`config.mk`:
```
export PLATFORM = sky130hd
export DESIGN_NAME = spi_burst_shifter_flat
export DESIGN_NICKNAME = d
export VERILOG_FILES = /design/src/rtl/spi_burst_shifter_if.sv /design/src/rtl/spi_burst_shifter.sv /design/src/flat_wrapper.sv
export SDC_FILE = /design/constraint.sdc
export NUM_CORES = 1
export LEC_CHECK = 0
export ABC_AREA = 1
export CORE_MARGIN = 2
export CORE_UTILIZATION = 51
export DETAILED_ROUTE_END_ITERATION = 8
export GPL_ROUTABILITY_DRIVEN = 0
export GPL_TIMING_DRIVEN = 1
export PLACE_DENSITY = 0.79
export SYNTH_ARGS = -nofsm -noshare
export SYNTH_HDL_FRONTEND = slang
export SYNTH_SLANG_ARGS = --single-unit
```
`constraint.sdc`:
```
create_clock -name clk -period 2.07 [get_ports clk]
set_input_delay 0.207 -clock clk [delete_from_list [all_inputs] [get_ports clk]]
set_output_delay 0.207 -clock clk [all_outputs]
set_load 0.1 [all_outputs]
```
`src/rtl/spi_burst_shifter_if.sv`:
```
// Bus bundle for the SPI burst shift engine: burst control, tx/rx word
// streams, CRC control/result and the card-side pins.
interface spi_burst_shifter_if #(
    parameter int DATA_W = 8,
    parameter int CNT_W  = 10,
    parameter int DIV_W  = 6
);
    logic              start;
    logic              read_mode;
    logic [CNT_W-1:0]  count;
    logic [DIV_W-1:0]  div;
    logic              cpol;
    logic [DATA_W-1:0] tx_data;
    logic              tx_valid;
    logic              tx_ready;
    logic [DATA_W-1:0] rx_data;
    logic              rx_valid;
    logic              crc_reset;
    logic              crc_source;
    logic [15:0]       crc_out;
    logic              miso;
    logic              mosi;
    logic              sclk;
    logic              busy;
    logic              done;

    // Front end / bench side
    modport master (
        output start, read_mode, count, div, cpol, tx_data, tx_valid,
               crc_reset, crc_source, miso,
        input  tx_ready, rx_data, rx_valid, crc_out, mosi, sclk, busy, done
    );

    // Shift engine side
    modport slave (
        input  start, read_mode, count, div, cpol, tx_data, tx_valid,
               crc_reset, crc_source, miso,
        output tx_ready, rx_data, rx_valid, crc_out, mosi, sclk, busy, done
    );
endinterface

```
`src/rtl/spi_burst_shifter.sv`:
```
// SPI master burst shift engine: moves `count` words of DATA_W bits MSB
// first, SCLK half-period of div+1 clocks, selectable idle polarity, and a
// CRC16 (0x1021) over either the MOSI or the MISO bit stream.
module spi_burst_shifter #(
    parameter int DATA_W = 8,
    parameter int CNT_W  = 10,
    parameter int DIV_W  = 6
) (
    input  logic                clk,
    input  logic                rst,
    spi_burst_shifter_if.slave  bus
);
    localparam int          BIT_W    = $clog2(DATA_W);
    localparam logic [15:0] CRC_POLY = 16'h1021;

    typedef enum logic [2:0] {
        S_IDLE, S_LOAD, S_PH_A, S_PH_B, S_WORD_END
    } state_t;

    state_t            r_state, w_state_next;
    logic              r_read_mode, r_cpol;
    logic [CNT_W-1:0]  r_words_left;
    logic [DIV_W-1:0]  r_div, r_div_cnt;
    logic [BIT_W-1:0]  r_bit_cnt;
    logic [DATA_W-1:0] r_shift, r_rx_data;
    logic [15:0]       r_crc;

    logic w_start, w_load_slot, w_advance, w_last_word, w_last_bit;
    logic w_phase_end, w_bit_edge, w_crc_in;
    logic w_tx_ready, w_busy, w_done, w_rx_valid, w_mosi, w_sclk;
    logic [15:0] w_crc_next;

    assign w_phase_end = (r_div_cnt == r_div);
    assign w_last_word = (r_words_left == CNT_W'(1));
    assign w_last_bit  = (r_bit_cnt == BIT_W'(DATA_W - 1));
    assign w_bit_edge  = (r_state == S_PH_B) && w_phase_end;
    assign w_start     = (r_state == S_IDLE) && bus.start && (bus.count != '0);
    // WORD_END doubles as the next word's load cycle when words remain
    assign w_load_slot = (r_state == S_LOAD) ||
                         ((r_state == S_WORD_END) && !w_last_word);
    assign w_advance   = w_load_slot && (r_read_mode || bus.tx_valid);
    assign w_crc_in    = (bus.crc_source ? bus.miso : r_shift[DATA_W-1]) ^ r_crc[15];

    // CRC next value: shift left, fold in the polynomial when the feedback bit is set
    generate
        for (genvar gi = 0; gi < 16; gi++) begin : g_crc
            if (gi == 0) begin : g_lsb
                assign w_crc_next[gi] = CRC_POLY[gi] & w_crc_in;
            end else begin : g_upper
                assign w_crc_next[gi] = r_crc[gi-1] ^ (CRC_POLY[gi] & w_crc_in);
            end
        end
    endgenerate

    // State register
    always_ff @(posedge clk) begin
        if (!rst) r_state <= S_IDLE;
        else      r_state <= w_state_next;
    end

    // Next-state and output decode
    always_comb begin
        w_state_next = r_state;
        w_tx_ready   = 1'b0;
        w_busy       = 1'b1;
        w_done       = 1'b0;
        w_rx_valid   = 1'b0;
        w_mosi       = r_read_mode ? 1'b1 : r_shift[DATA_W-1];
        w_sclk       = r_cpol;
        case (r_state)
            S_IDLE: begin
                w_busy = 1'b0;
                w_mosi = 1'b1;
                w_sclk = bus.cpol;
                if (w_start) w_state_next = S_LOAD;
            end
            S_LOAD: begin
                w_tx_ready = !r_read_mode;
                if (w_advance) w_state_next = S_PH_A;
            end
            S_PH_A: begin
                if (w_phase_end) w_state_next = S_PH_B;
            end
            S_PH_B: begin
                w_sclk = ~r_cpol;
                if (w_phase_end) w_state_next = w_last_bit ? S_WORD_END : S_PH_A;
            end
            S_WORD_END: begin
                w_rx_valid = 1'b1;
                if (w_last_word) begin
                    w_busy       = 1'b0;
                    w_done       = 1'b1;
                    w_state_next = S_IDLE;
                end else begin
                    w_tx_ready   = !r_read_mode;
                    w_state_next = w_advance ? S_PH_A : S_LOAD;
                end
            end
            default: w_state_next = S_IDLE;
        endcase
    end

    // Burst configuration latched at start; remaining word count
    always_ff @(posedge clk) begin
        if (!rst) begin
            r_read_mode  <= 1'b0;
            r_cpol       <= 1'b0;
            r_div        <= '0;
            r_words_left <= '0;
        end else if (w_start) begin
            r_read_mode  <= bus.read_mode;
            r_cpol       <= bus.cpol;
            r_div        <= bus.div;
            r_words_left <= bus.count;
        end else if (r_state == S_WORD_END) begin
            r_words_left <= r_words_left - CNT_W'(1);
        end
    end

    // SCLK phase timer and bit counter
    always_ff @(posedge clk) begin
        if (!rst) begin
            r_div_cnt <= '0;
            r_bit_cnt <= '0;
        end else if (w_advance) begin
            r_div_cnt <= '0;
            r_bit_cnt <= '0;
        end else if ((r_state == S_PH_A) || (r_state == S_PH_B)) begin
            r_div_cnt <= w_phase_end ? '0 : r_div_cnt + DIV_W'(1);
            if (w_bit_edge) r_bit_cnt <= r_bit_cnt + BIT_W'(1);
        end
    end

    // Shift register: load tx word, shift MISO in on each SCLK trailing edge
    always_ff @(posedge clk) begin
        if (!rst) begin
            r_shift   <= '0;
            r_rx_data <= '0;
        end else if (w_advance && !r_read_mode) begin
            r_shift <= bus.tx_data;
        end else if (w_bit_edge) begin
            r_shift <= {r_shift[DATA_W-2:0], bus.miso};
            if (w_last_bit) r_rx_data <= {r_shift[DATA_W-2:0], bus.miso};
        end
    end

    // CRC register; a bit update wins over a simultaneous clear
    always_ff @(posedge clk) begin
        if (!rst)               r_crc <= '0;
        else if (w_bit_edge)    r_crc <= w_crc_next;
        else if (bus.crc_reset) r_crc <= '0;
    end

    assign bus.tx_ready = w_tx_ready;
    assign bus.rx_data  = r_rx_data;
    assign bus.rx_valid = w_rx_valid;
    assign bus.crc_out  = r_crc;
    assign bus.mosi     = w_mosi;
    assign bus.sclk     = w_sclk;
    assign bus.busy     = w_busy;
    assign bus.done     = w_done;
endmodule

```
`src/flat_wrapper.sv`:
```
// flat-port wrapper written by rule: the top's interface ports become plain ports
module spi_burst_shifter_flat 
#(
    parameter int DATA_W = 8,
    parameter int CNT_W  = 10,
    parameter int DIV_W  = 6
)
  (clk, rst, bus_start, bus_read_mode, bus_count, bus_div, bus_cpol, bus_tx_data, bus_tx_valid, bus_crc_reset, bus_crc_source, bus_miso, bus_tx_ready, bus_rx_data, bus_rx_valid, bus_crc_out, bus_mosi, bus_sclk, bus_busy, bus_done);
  spi_burst_shifter_if #(.DATA_W(DATA_W), .CNT_W(CNT_W), .DIV_W(DIV_W)) bus_i ();
  input  logic clk;
  input  logic rst;
  input wire logic [$bits(bus_i.start)-1:0] bus_start;
  input wire logic [$bits(bus_i.read_mode)-1:0] bus_read_mode;
  input wire logic [$bits(bus_i.count)-1:0] bus_count;
  input wire logic [$bits(bus_i.div)-1:0] bus_div;
  input wire logic [$bits(bus_i.cpol)-1:0] bus_cpol;
  input wire logic [$bits(bus_i.tx_data)-1:0] bus_tx_data;
  input wire logic [$bits(bus_i.tx_valid)-1:0] bus_tx_valid;
  input wire logic [$bits(bus_i.crc_reset)-1:0] bus_crc_reset;
  input wire logic [$bits(bus_i.crc_source)-1:0] bus_crc_source;
  input wire logic [$bits(bus_i.miso)-1:0] bus_miso;
  output wire logic [$bits(bus_i.tx_ready)-1:0] bus_tx_ready;
  output wire logic [$bits(bus_i.rx_data)-1:0] bus_rx_data;
  output wire logic [$bits(bus_i.rx_valid)-1:0] bus_rx_valid;
  output wire logic [$bits(bus_i.crc_out)-1:0] bus_crc_out;
  output wire logic [$bits(bus_i.mosi)-1:0] bus_mosi;
  output wire logic [$bits(bus_i.sclk)-1:0] bus_sclk;
  output wire logic [$bits(bus_i.busy)-1:0] bus_busy;
  output wire logic [$bits(bus_i.done)-1:0] bus_done;
  assign bus_i.start = bus_start;
  assign bus_i.read_mode = bus_read_mode;
  assign bus_i.count = bus_count;
  assign bus_i.div = bus_div;
  assign bus_i.cpol = bus_cpol;
  assign bus_i.tx_data = bus_tx_data;
  assign bus_i.tx_valid = bus_tx_valid;
  assign bus_i.crc_reset = bus_crc_reset;
  assign bus_i.crc_source = bus_crc_source;
  assign bus_i.miso = bus_miso;
  assign bus_tx_ready = bus_i.tx_ready;
  assign bus_rx_data = bus_i.rx_data;
  assign bus_rx_valid = bus_i.rx_valid;
  assign bus_crc_out = bus_i.crc_out;
  assign bus_mosi = bus_i.mosi;
  assign bus_sclk = bus_i.sclk;
  assign bus_busy = bus_i.busy;
  assign bus_done = bus_i.done;
  spi_burst_shifter #(.DATA_W(DATA_W), .CNT_W(CNT_W), .DIV_W(DIV_W)) u_core (.clk(clk), .rst(rst), .bus(bus_i));
endmodule
```
Word-level counts from Yosys, hierarchy flattened
Cells that the tools add are included.
{"block": "classes", "reduce_logical": 20, "n_eq_ne": 11, "n_bitwise": 6, "n_mux": 26, "add_sub_neg": 3}
{"cell": "$mux W16", "count": 2}
{"cell": "$mux W10", "count": 2}
{"cell": "$mux W3", "count": 6}
{"cell": "$mux W8", "count": 2}
{"cell": "$pmux W3 S5", "count": 1}
{"cell": "$eq A10 B1 Y1 const B", "count": 1}
{"cell": "$reduce_bool A10 Y1", "count": 1}
{"cell": "$sub A10 B1 Y10 const B", "count": 1}
{"cell": "$mux W1", "count": 8}
{"cell": "$ne A2 B1 Y1 const B", "count": 4}
{"cell": "$add A6 B1 Y6 const B", "count": 1}
{"cell": "$eq A3 B2 Y1 const B", "count": 2}
{"cell": "$eq A3 B3 Y1 const B", "count": 2}
{"cell": "$eq A6 B6 Y1", "count": 1}
{"cell": "$logic_and A1 B1 Y1", "count": 6}
{"cell": "$mux W6", "count": 1}
{"cell": "$pmux W1 S2", "count": 3}
{"cell": "$reduce_bool A2 Y1", "count": 3}
{"cell": "$reduce_and A4 Y1", "count": 1}
{"cell": "$add A3 B1 Y3 const B", "count": 1}
{"cell": "$eq A3 B1 Y1 const B", "count": 1}
{"cell": "$logic_not A3 Y1", "count": 1}
{"cell": "$logic_or A1 B1 Y1", "count": 3}
{"cell": "$not A1 Y1", "count": 3}
{"cell": "6 further kinds", "count": 9}
{"block": "word_totals", "out_inout_bits": 30, "register_bits": 62, "wordCells": 76, "in_bits": 33}

Longest topological paths before layout
Gate-level depths: netlist of the first run.
{"block": "depth", "ltp_word": 8, "ltp_mapped": 12, "ltp_nobuf": 12}

Worst setup path before layout of the first run
OpenSTA, ideal clock, no wires.
{"block": "synth_path", "path_kind": "reg-to-output", "start": "reg u_core.r_state[1]", "end": "out bus_tx_ready", "t_arrival_ps": 2589, "stages_incl_launch_ff": 6, "required_time_ps": 1863, "n_path_buf": 0, "path_slack_ps": -726, "cell_sequence": "dfxtp_1 -> nor2_2 -> nand2_2 -> inv_2 -> nand2_2 -> a21oi_1"}
{"block": "synth_between", "elab_chain_cells": 2, "word_cells_on_any_way": 3, "classes_between": "2 x eq/ne; 1 x mux"}
{"element": "start, declared", "line_no": "spi_burst_shifter.sv:20", "text": "state_t r_state, w_state_next;"}
{"element": "start signal, assigned", "line_no": "spi_burst_shifter.sv:58", "text": "else r_state <= w_state_next;"}
{"element": "$eq A3 B3 Y1 / $eq A3 B1 Y1 (equally long branches)", "line_no": "spi_burst_shifter.sv:70", "text": "case (r_state)"}
{"element": "$pmux W1 S2 (*)", "line_no": "spi_burst_shifter.sv:70"}
{"element": "end, declared", "line_no": "flat_wrapper.sv:22", "text": "output wire logic [$bits(bus_i.tx_ready)-1:0] bus_tx_ready;"}
Every way passes the cells marked *; elsewhere a longest branch is shown, timed or not.

Final worst setup path of the first run
{"block": "layout_path", "start": "reg u_core.r_words_left[1]", "end": "out bus_tx_ready"}
{"block": "layout_between", "elab_chain_cells": 3}
{"element": "start, declared", "line_no": "spi_burst_shifter.sv:22", "text": "logic [CNT_W-1:0] r_words_left;"}
{"element": "start signal, assigned", "line_no": "spi_burst_shifter.sv:114", "text": "r_words_left <= bus.count;"}
{"element": "start signal, assigned", "line_no": "spi_burst_shifter.sv:116", "text": "r_words_left <= r_words_left - CNT_W'(1);"}
{"element": "$eq A10 B1 Y1", "line_no": "spi_burst_shifter.sv:34", "text": "assign w_last_word = (r_words_left == CNT_W'(1));"}
{"element": "$mux W1", "line_no": "spi_burst_shifter.sv:90", "text": "if (w_last_word) begin"}
{"element": "$pmux W1 S2", "line_no": "spi_burst_shifter.sv:70"}
No other way between the ends.

==> out/summary.txt, run 1 <==
Status: completed
Req. time, crit path: 1.86 ns
Die height: 81.72 um
CP dominant cell by count: inv_1
R2r startpoint: u_core.r_words_left[1]
Hold Crit Start: u_core.r_bit_cnt[0]
Routed vias/inst: 5.392
Ys Warns: 0
Worst Tran Pin Value: 0.4805 ns
Final Hold Viols: 0
Fin crit share: 0.9269
Post-synthesis compound-gate area fraction: 0.1389
GRT Residual Overflow: 0
# setup viols final: 0
Top cell family by delay on the critical path: flip-flops
Critical path fanouts, max: 5
Post-synth EDFFs: 0
Most numerous cell in the Yosys netlist: nand2_1
CP Cell Sequence: inv_1 -> ha_1 -> inv_1 -> nor2_1 -> nand3_1 -> nand2_2 -> a21oi_2 -> buf_12
Area delta synth->final: 30.95%
Post-CTS sizing: 0
Mapped Area: 3080 um^2
Clock Path Buffers: 2
Slew margin rel.: 0.6772
Worst Hold Path Cells: 1
Final WL: 7729 um
Starting Density: 0.5234
RSZ-0062 raised after global routing: no
Multiplexer share of the synthesized area: 0
Post-CTS setup buffer count: 0
Ys flop type: dfxtp_1
DP HPWL: 5404 um
ANT nets after route: 0
CTS root buf: clkbuf_8
Drt wl/cell: 13.23 um
Crit path kind: flop to primary output
Max Transition Viols Final: 0
Clock-pin transition on the worst setup and hold timing paths: 0.08 ns
Main combinational cell family by area after synthesis: simple AND/OR/NAND/NOR gates
H-tree depth: 3
Arrival @ worst endpoint: 1.71 ns
Port Buf Inserts: 62
Total GRT Usage: 0.2418
Top cells by area, synth: dfxtp_1, nand2_1, a21oi_1
Max Cap Viol: 0
Num CTS Buffers: 9
Initial antenna violation count: 0
Drt pass-1 iters: 5
Post-Syn Area per Cell: 7.033 um^2
Worst R2R Setup Slack: 0.25 ns
CTS sink cnt: 62
Post-synthesis simple-gate area fraction: 0.3306
Power Density: 1140 nW/um^2
Peak supply drop: 1.188 mV
Tmin final: 1.919 ns
First-pass GRT wire length: 12560 um
CP max stage cell: dfxtp_1
Netlist cell types: 33
Die X: 81.72 um
Pin count of the biggest net entering global routing: 19
Post-synth top area cell: dfxtp_1
Core box area: 5886 um^2
Via count: 3149
Max incr delay on CP: 0.38 ns
Hold WC Path Type: flop to flop
R2R cell count: 12
Post-route insts no fill: 584
Post-synth ARST share: 0
Remaining DRCs: 0
Synthesized instance count: 438
Area share of fa/ha/maj cells after synthesis: 0.02031
XOR/XNOR Fraction of Synth Area: 0.01706
Row cnt: 28
Die footprint: 6678 um^2
Post-synthesis sequential area ratio: 0.4029
Final Net Count: 542
Fraction of layout cells with a size suffix above 1: 0.1768
Ant diodes: 0
Final Core Density: 0.6854
CTS tree: done
R2r endpoint: u_core.r_shift[3]
Synth Register Bits: 62
Dpl cells: 568
First DRT Iteration DRCs: 148
CP Capture Type: primary output
Layout Skew: 0.01356 ns
CP Buf/Inv Count: 3
Top cells by count, synth: nand2_1, dfxtp_1, a21oi_1, nand3_1, inv_1
Hold endpoint: u_core.r_bit_cnt[0]
Top-area cell type share of the netlist area: 0.4029
Mapped Nets: 476
Vias in the first global route: 2819
Clock Latency Late Sink: 0.34 ns
Total I/O pin count: 63
Startpoint Class: flop
Cts hold-fix bufs: 0
FMAX: 521.2 MHz
Leakage power: 1.679 nW
layer usage:
metal | track usage | vias to the layer above | part of all wire
li1 | - | 1589 | -
met2 | 0.3976 | 119 | 0.49
met4 | 0.1133 | 0 | 0.017
met3 | 0.04725 | 14 | 0.060
met5 | 0 | - | 0
met1 | 0.3045 | 1427 | 0.43
placed cells by master, fill, tap and decap left out, types with 3 or more instances in the layout:
cell / count
xor2_1: 3
ha_1: 5
nor2_1: 33
buf_12: 6
clkbuf_8: 10
xnor2_1: 3
or2_2: 4
o21ai_0: 18
nand2_1: 100
buf_4: 36
nand2_2: 4
dfxtp_1: 60
a31oi_1: 10
nand4_1: 15
clkdlybuf4s50_1: 32
inv_2: 9
nand3_1: 46
a21oi_1: 45
inv_1: 37
nor3_1: 7
state kept, by name (all words and copies together) (netlist names):
name and cells:
u_core.bus.crc_out 16, u_core.bus.rx_data 8, u_core.r_bit_cnt 3, u_core.r_cpol 1, u_core.r_div 6, u_core.r_div_cnt 6
u_core.r_read_mode 1, u_core.r_shift 8, u_core.r_state 3, u_core.r_words_left 10
area by class of cell:
| cell class | count | area, um^2 |
|---|---|---|
| clock buffer | 10 | 137.6 |
| clock inverter | 6 | 92.59 |
| fill | 504 | 1852 |
| tap | 75 | 93.84 |
| sequential | 62 | 1244 |
| timing repair buffer | 74 | 710.7 |
| multi-input combinational | 311 | 1583 |
| inverter | 46 | 172.7 |
cells by family after synthesis:
group,after synthesis
flip-flops,62
AO/OA/AOI/OAI,79
XOR/XNOR,6
buffers and inverters,65
adder cells (fa/ha/maj),5
AND/OR/NAND/NOR,221
worst register-to-register path, stage by stage (launching register included):
cell and delay, ns:
dfxtp_1 0.38, inv_1 0.07, ha_1 0.17, inv_1 0.06, nor2_1 0.04, nand3_1 0.13
nand2_2 0.11, nand2_1 0.18, nand3_1 0.28, nand3_1 0.16, nand3_1 0.07, nand2_1 0.06
inv_1 0.03
through the flow:
| stage | total power, mW | worst slack (ns) | hold WS [ns] | TNS, ns | cell area, um^2 |
|---|---|---|---|---|---|
| 2_1_floorplan | 2.812 | -0.2333 | 0.3454 | -0.4386 | 3104 |
| 3_3_place_gp | 3.322 | 0.3079 | 0.4506 | 0 | 3804 |
| 3_5_place_dp | 3.353 | 0.2712 | 0.4541 | 0 | 3804 |
| 4_1_cts | 4.590 | 0.1522 | 0.4655 | 0 | 4034 |
| 5_1_grt | 4.829 | 0.07132 | 0.4768 | 0 | 4034 |
| 6_report | 4.597 | 0.1513 | 0.4641 | 0 | 4034 |
power breakdown:
group / leakage (nW) / internal (mW) / switching, mW
Sequential: 0.504 / 1.34 / 0.137
Combinational: 1.07 / 0.644 / 1.24
Clock: 0.109 / 0.717 / 0.521
how the worst max path moves through the flow:
stage	start	to	slack [ns]	cells past startpoint
final	u_core.r_words_left[1]	bus_tx_ready	0.15	8
after global routing	u_core.r_words_left[1]	bus_tx_ready	0.07	8
after CTS	u_core.r_words_left[1]	bus_tx_ready	0.15	8
after detailed placement	bus_count[5]	u_core.r_words_left[9]	0.27	10
after global placement	bus_count[1]	u_core.r_words_left[9]	0.31	10
after floorplan	u_core.r_state[2]	bus_sclk	-0.23	5
No activity file was read; power rests on OpenSTA's default activity.
==> run 2, diff against run 1 <==
--- a/config.mk
+++ b/config.mk
@@ -11,7 +11,7 @@
 export DETAILED_ROUTE_END_ITERATION = 8
 export GPL_ROUTABILITY_DRIVEN = 0
 export GPL_TIMING_DRIVEN = 1
-export PLACE_DENSITY = 0.79
+export PLACE_DENSITY = 0.87
 export SYNTH_ARGS = -nofsm -noshare
 export SYNTH_HDL_FRONTEND = slang
 export SYNTH_SLANG_ARGS = --single-unit
==> run 2 against run 1 <==
Effect of this change: critical endpoint unchanged; global-route usage rose by 1.4 points; flip-flop and latch count stayed put; worst hold slack worse by 0.0012 ns; largest cell class unchanged; utilization fell by 0.40 points; critical path depth shrank 2; non-clock buffer count fell by 3; via count is 1.5% higher; total power shrank 1.0%; largest power group unchanged; clock-buffer cell count unchanged; final cell count down 0.51%; wire length up 2.8%.
==> out/summary.txt, run 2 (same netlist as run 1, synthesis figures left out) <==
Status: completed
Slew margin rel.: 0.6466
Post-CTS setup buffer count: 0
Final Core Density: 0.6813
Clock-pin transition on the worst setup and hold timing paths: 0.08 ns
Ant diodes: 0
Crit path kind: flop to primary output
RSZ-0062 raised after global routing: no
CP max stage cell: dfxtp_1
H-tree depth: 3
Area delta synth->final: 30.18%
Most common cell after layout, fill and taps aside: nand2_1
Final WL: 7943 um
Most frequent cells in the layout: nand2_1, dfxtp_1, nand3_1, a21oi_1, inv_1
Starting Density: 0.5234
Post-CTS sizing: 0
Top cell family by delay on the critical path: flip-flops
CTS root buf: clkbuf_8
Port Buf Inserts: 62
Post-route insts no fill: 581
First-pass GRT wire length: 13100 um
CTS tree: done
Hold WC Path Type: input port to flop
Req. time, crit path: 1.86 ns
Max incr delay on CP: 0.40 ns
Vias in the first global route: 2952
Routed vias/inst: 5.499
# setup viols final: 0
Cts hold-fix bufs: 0
Die X: 81.72 um
Final Net Count: 539
Place WS: 0.1888 ns
Max Cap Viol: 0
CP Buf/Inv Count: 2
Remaining DRCs: 0
Num CTS Buffers: 9
CP Capture Type: primary output
Worst Tran Pin Value: 0.5253 ns
CP dominant cell by count: nand2_2
Drt pass-1 iters: 5
Fraction of layout cells with a size suffix above 1: 0.1739
Core box area: 5886 um^2
CP Cell Sequence: nor2_2 -> nand2_2 -> inv_2 -> nand2_2 -> a21oi_2 -> buf_12
Layout Skew: 0.01361 ns
CTS sink cnt: 62
Startpoint Class: flop
Power Density: 1134 nW/um^2
Max reg flops: 16
FF+latch area: 1244 um^2
Final Hold Viols: 0
First DRT Iteration DRCs: 233
Area occupied by multi-input gates: 1588 um^2
ANT nets after route: 0
Total GRT Usage: 0.2558
FMAX: 509.4 MHz
Die height: 81.72 um
Tmin final: 1.963 ns
Arrival @ worst endpoint: 1.76 ns
DP HPWL: 5646 um
Drt wl/cell: 13.67 um
Critical path fanouts, max: 9
Fin crit share: 0.9484
Peak supply drop: 1.372 mV
Clock Path Buffers: 2
Leakage power: 1.664 nW
# fillers: 478
Row cnt: 28
Die footprint: 6678 um^2
Dpl cells: 565
Total I/O pin count: 63
Clock Latency Late Sink: 0.35 ns
Final WS setup: 0.1067 ns
Pin count of the biggest net entering global routing: 22
GRT Residual Overflow: 0
Via count: 3195
Initial antenna violation count: 0
Max Transition Viols Final: 0
Fin Setup TNS: 0 ns
run 2: cell types whose count changed in the layout (fill, tap and decap cells not counted), sizes merged:
cell | previous run | this run
clkinv | 1 | 3
buf | 42 | 39
inv | 47 | 45
run 2: final cells by class:
type                            count  area share
Multi-Input combinational cell    311      0.3959
Sequential cell                    62      0.3101
Timing Repair Buffer               71      0.1716
Inverter                           46     0.04337
Clock buffer                       10     0.03432
Tap cell                           75     0.02340
Clock inverter                      6     0.02122
run 2: final timing paths:
path,startpoint,end,slack (ns),cells after the start
max,u_core.r_state[0],bus_tx_ready,0.11,6
min,bus_count[6],u_core.r_words_left[6],0.46,3
max reg2reg,u_core.r_div_cnt[1],u_core.bus.crc_out[5],0.24,10
min reg2reg,u_core.bus.rx_data[2],u_core.bus.rx_data[2],0.46,2
run 2: stage by stage:
| stage | power, mW | instance area (um^2) | hold WS, ns |
|---|---|---|---|
| 2_1_floorplan | 2.812 | 3104 | 0.3454 |
| 3_3_place_gp | 3.277 | 3781 | 0.4493 |
| 3_5_place_dp | 3.318 | 3781 | 0.4544 |
| 4_1_cts | 4.533 | 4004 | 0.4578 |
| 5_1_grt | 4.787 | 4010 | 0.4982 |
| 6_report | 4.549 | 4010 | 0.4629 |
run 2: report_power, final:
group	switching, mW	internal, mW	total, mW
Sequential	0.146	1.34	1.48
Clock	0.501	0.706	1.21
Combinational	1.25	0.607	1.86
Total	1.90	2.65	4.55
run 2: worst register-to-register path, stage by stage, from the launching register on:
cell      delay (ns)
dfxtp_1         0.46
inv_2           0.04
nand2_1         0.05
nand2_1         0.05
nor2_1          0.11
nand2_1         0.11
nor2_4          0.28
nand2_2         0.18
clkinv_2        0.23
nand3_1         0.12
a21oi_1         0.13
run 2: metal layers:
layer | wire length (um) | part of all wire | track usage
met5 | 0 | 0 | 0
met4 | 204 | 0.026 | 0.1550
met3 | 599 | 0.075 | 0.04945
met2 | 3762 | 0.47 | 0.4065
met1 | 3377 | 0.43 | 0.3199
==> run 3, diff against run 2 <==
==> constraint.sdc (replaced) <==
create_clock -name clk -period 1.95 [get_ports clk]
set_input_delay 0.195 -clock clk [delete_from_list [all_inputs] [get_ports clk]]
set_output_delay 0.195 -clock clk [all_outputs]
set_load 0.1 [all_outputs]
==> run 3 against run 2 <==
Effect of this change: utilization fell by 0.51 points; die area did not move; flip-flop and latch count did not move; final cell count did not move; global-route usage down 1.2 points; critical endpoint is now bus_busy; largest power group unchanged.
==> out/summary.txt, run 3 (same netlist as run 1, synthesis figures left out) <==
CP max stage cell: dfxtp_1
Die footprint: 6678 um^2
Final Net Count: 540
Startpoint Class: flop
Final Hold Viols: 0
Worst R2R Setup Slack: 0.19 ns
GRT Residual Overflow: 0
Die X: 81.72 um
Worst Tran Pin Value: 0.4543 ns
Max Transition Viols Final: 0
Final WL: 7788 um
Peak supply drop: 1.163 mV
Hold endpoint: u_core.r_div[2]
CTS root buf: clkbuf_8
Max Cap Viol: 0
Core box area: 5886 um^2
Total GRT Usage: 0.2435
Starting Density: 0.5234
Max reg flops: 16
CTS tree: done
ANT nets after route: 0
# fillers: 488
Max incr delay on CP: 0.41 ns
Cts hold-fix bufs: 0
Slew margin rel.: 0.6968
Clock Path Buffers: 2
Ant diodes: 0
Fraction of layout cells with a size suffix above 1: 0.1759
CP Capture Type: primary output
First-pass GRT wire length: 12610 um
Area delta synth->final: 29.20%
Port Buf Inserts: 62
First DRT Iteration DRCs: 222
Die height: 81.72 um
Clock Latency Late Sink: 0.34 ns
R2R cell count: 12
H-tree depth: 3
Worst Hold Path Cells: 2
CP Cell Sequence: ha_1 -> inv_1 -> nor2_1 -> nand3_1 -> nand2_2 -> nand2_1 -> buf_12
Post-CTS setup buffer count: 0
Via count: 3128
Hold WC Path Type: flop to flop
Hold Crit Start: u_core.r_div[2]
Vias in the first global route: 2816
Critical path fanouts, max: 5
Drt wl/cell: 13.40 um
Status: completed
Pin count of the biggest net entering global routing: 22
CTS sink cnt: 62
Arrival @ worst endpoint: 1.66 ns
Layout Skew: 0.006054 ns
Clock-pin transition on the worst setup and hold timing paths: 0.07 ns
Post-CTS sizing: 0
R2r startpoint: u_core.r_words_left[1]
Area occupied by multi-input gates: 1595 um^2
Dpl cells: 566
FMAX: 539.2 MHz
Post-route insts no fill: 581
Num CTS Buffers: 9
Fin crit share: 0.9510
Initial antenna violation count: 0
Hold slack: 0.4670 ns
RSZ-0062 raised after global routing: yes
Total I/O pin count: 63
Drt pass-1 iters: 5
Routed vias/inst: 5.384
Row cnt: 28
Req. time, crit path: 1.75 ns
Leakage power: 1.647 nW
Remaining DRCs: 0
Crit path kind: flop to primary output
DP HPWL: 5640 um
Power Density: 1150 nW/um^2
# setup viols final: 0
Most common cell after layout, fill and taps aside: nand2_1
R2r endpoint: u_core.r_shift[4]
Tmin final: 1.854 ns
FF+latch area: 1246 um^2
Most frequent cells in the layout: nand2_1, dfxtp_1, nand3_1, a21oi_1, inv_1
[run 3: changes by cell type in the layout (fill, tap and decap cells not counted)]
cell | before | now
a21oi_2 | 1 | 0
clkbuf_8 | 10 | 11
dfxtp_1 | 60 | 58
buf_4 | 33 | 34
a21oi_4 | 1 | 2
clkbuf_1 | 0 | 1
bufinv_16 | 2 | 0
clkinv_2 | 3 | 2
dfxtp_2 | 2 | 4
[run 3: worst max path at each step]
stage	to	depth (start not counted)	start
5_1_grt	bus_busy	7	u_core.r_words_left[0]
4_1_cts	bus_tx_ready	8	u_core.r_words_left[1]
2_1_floorplan	bus_sclk	5	u_core.r_state[2]
6_report	bus_busy	7	u_core.r_words_left[0]
3_3_place_gp	u_core.r_shift[3]	10	u_core.r_state[0]
3_5_place_dp	u_core.r_words_left[9]	10	bus_count[5]
[run 3: worst max-delay path, delay by kind of cell, from the launching register on]
family,cells,cell delay [ns]
fa+ha+maj,1,0.17
buf+inv,2,0.22
flops,1,0.41
simple gates,4,0.52
[run 3: cell type report]
type / count / area share
Timing Repair Buffer: 72 / 0.1748
Tap cell: 75 / 0.02358
Clock inverter: 3 / 0.005030
Inverter: 46 / 0.04370
Clock buffer: 12 / 0.03898
Multi-Input combinational cell: 311 / 0.4008
Sequential cell: 62 / 0.3131
[run 3: through the flow]
stage            util   TNS, ns  instance area (um^2)  total power [mW]  worst slack, ns
3_5_place_dp   0.6437         0                  3789             3.539           0.1030
4_1_cts        0.6735         0                  3964             4.552         0.004553
6_report       0.6762         0                  3980             4.579          0.09554
2_1_floorplan       -   -0.7112                  3104             2.985          -0.3413
3_3_place_gp   0.6437         0                  3789             3.502           0.1579
5_1_grt        0.6762  -0.01345                  3980             4.829         -0.01345
[run 3: report_power, final]
| group | internal, mW | leakage (nW) | switching, mW | total, mW |
|---|---|---|---|---|
| clock network | 0.521 | 0.0845 | 0.492 | 1.01 |
| logic | 0.667 | 1.06 | 1.31 | 1.98 |
| registers | 1.42 | 0.505 | 0.162 | 1.59 |
[run 3: routing by layer]
metal	share of wire	global-route usage
met3	0.074	0.04615
met2	0.46	0.3951
met4	0.021	0.1050
met5	0	0
met1	0.44	0.3155
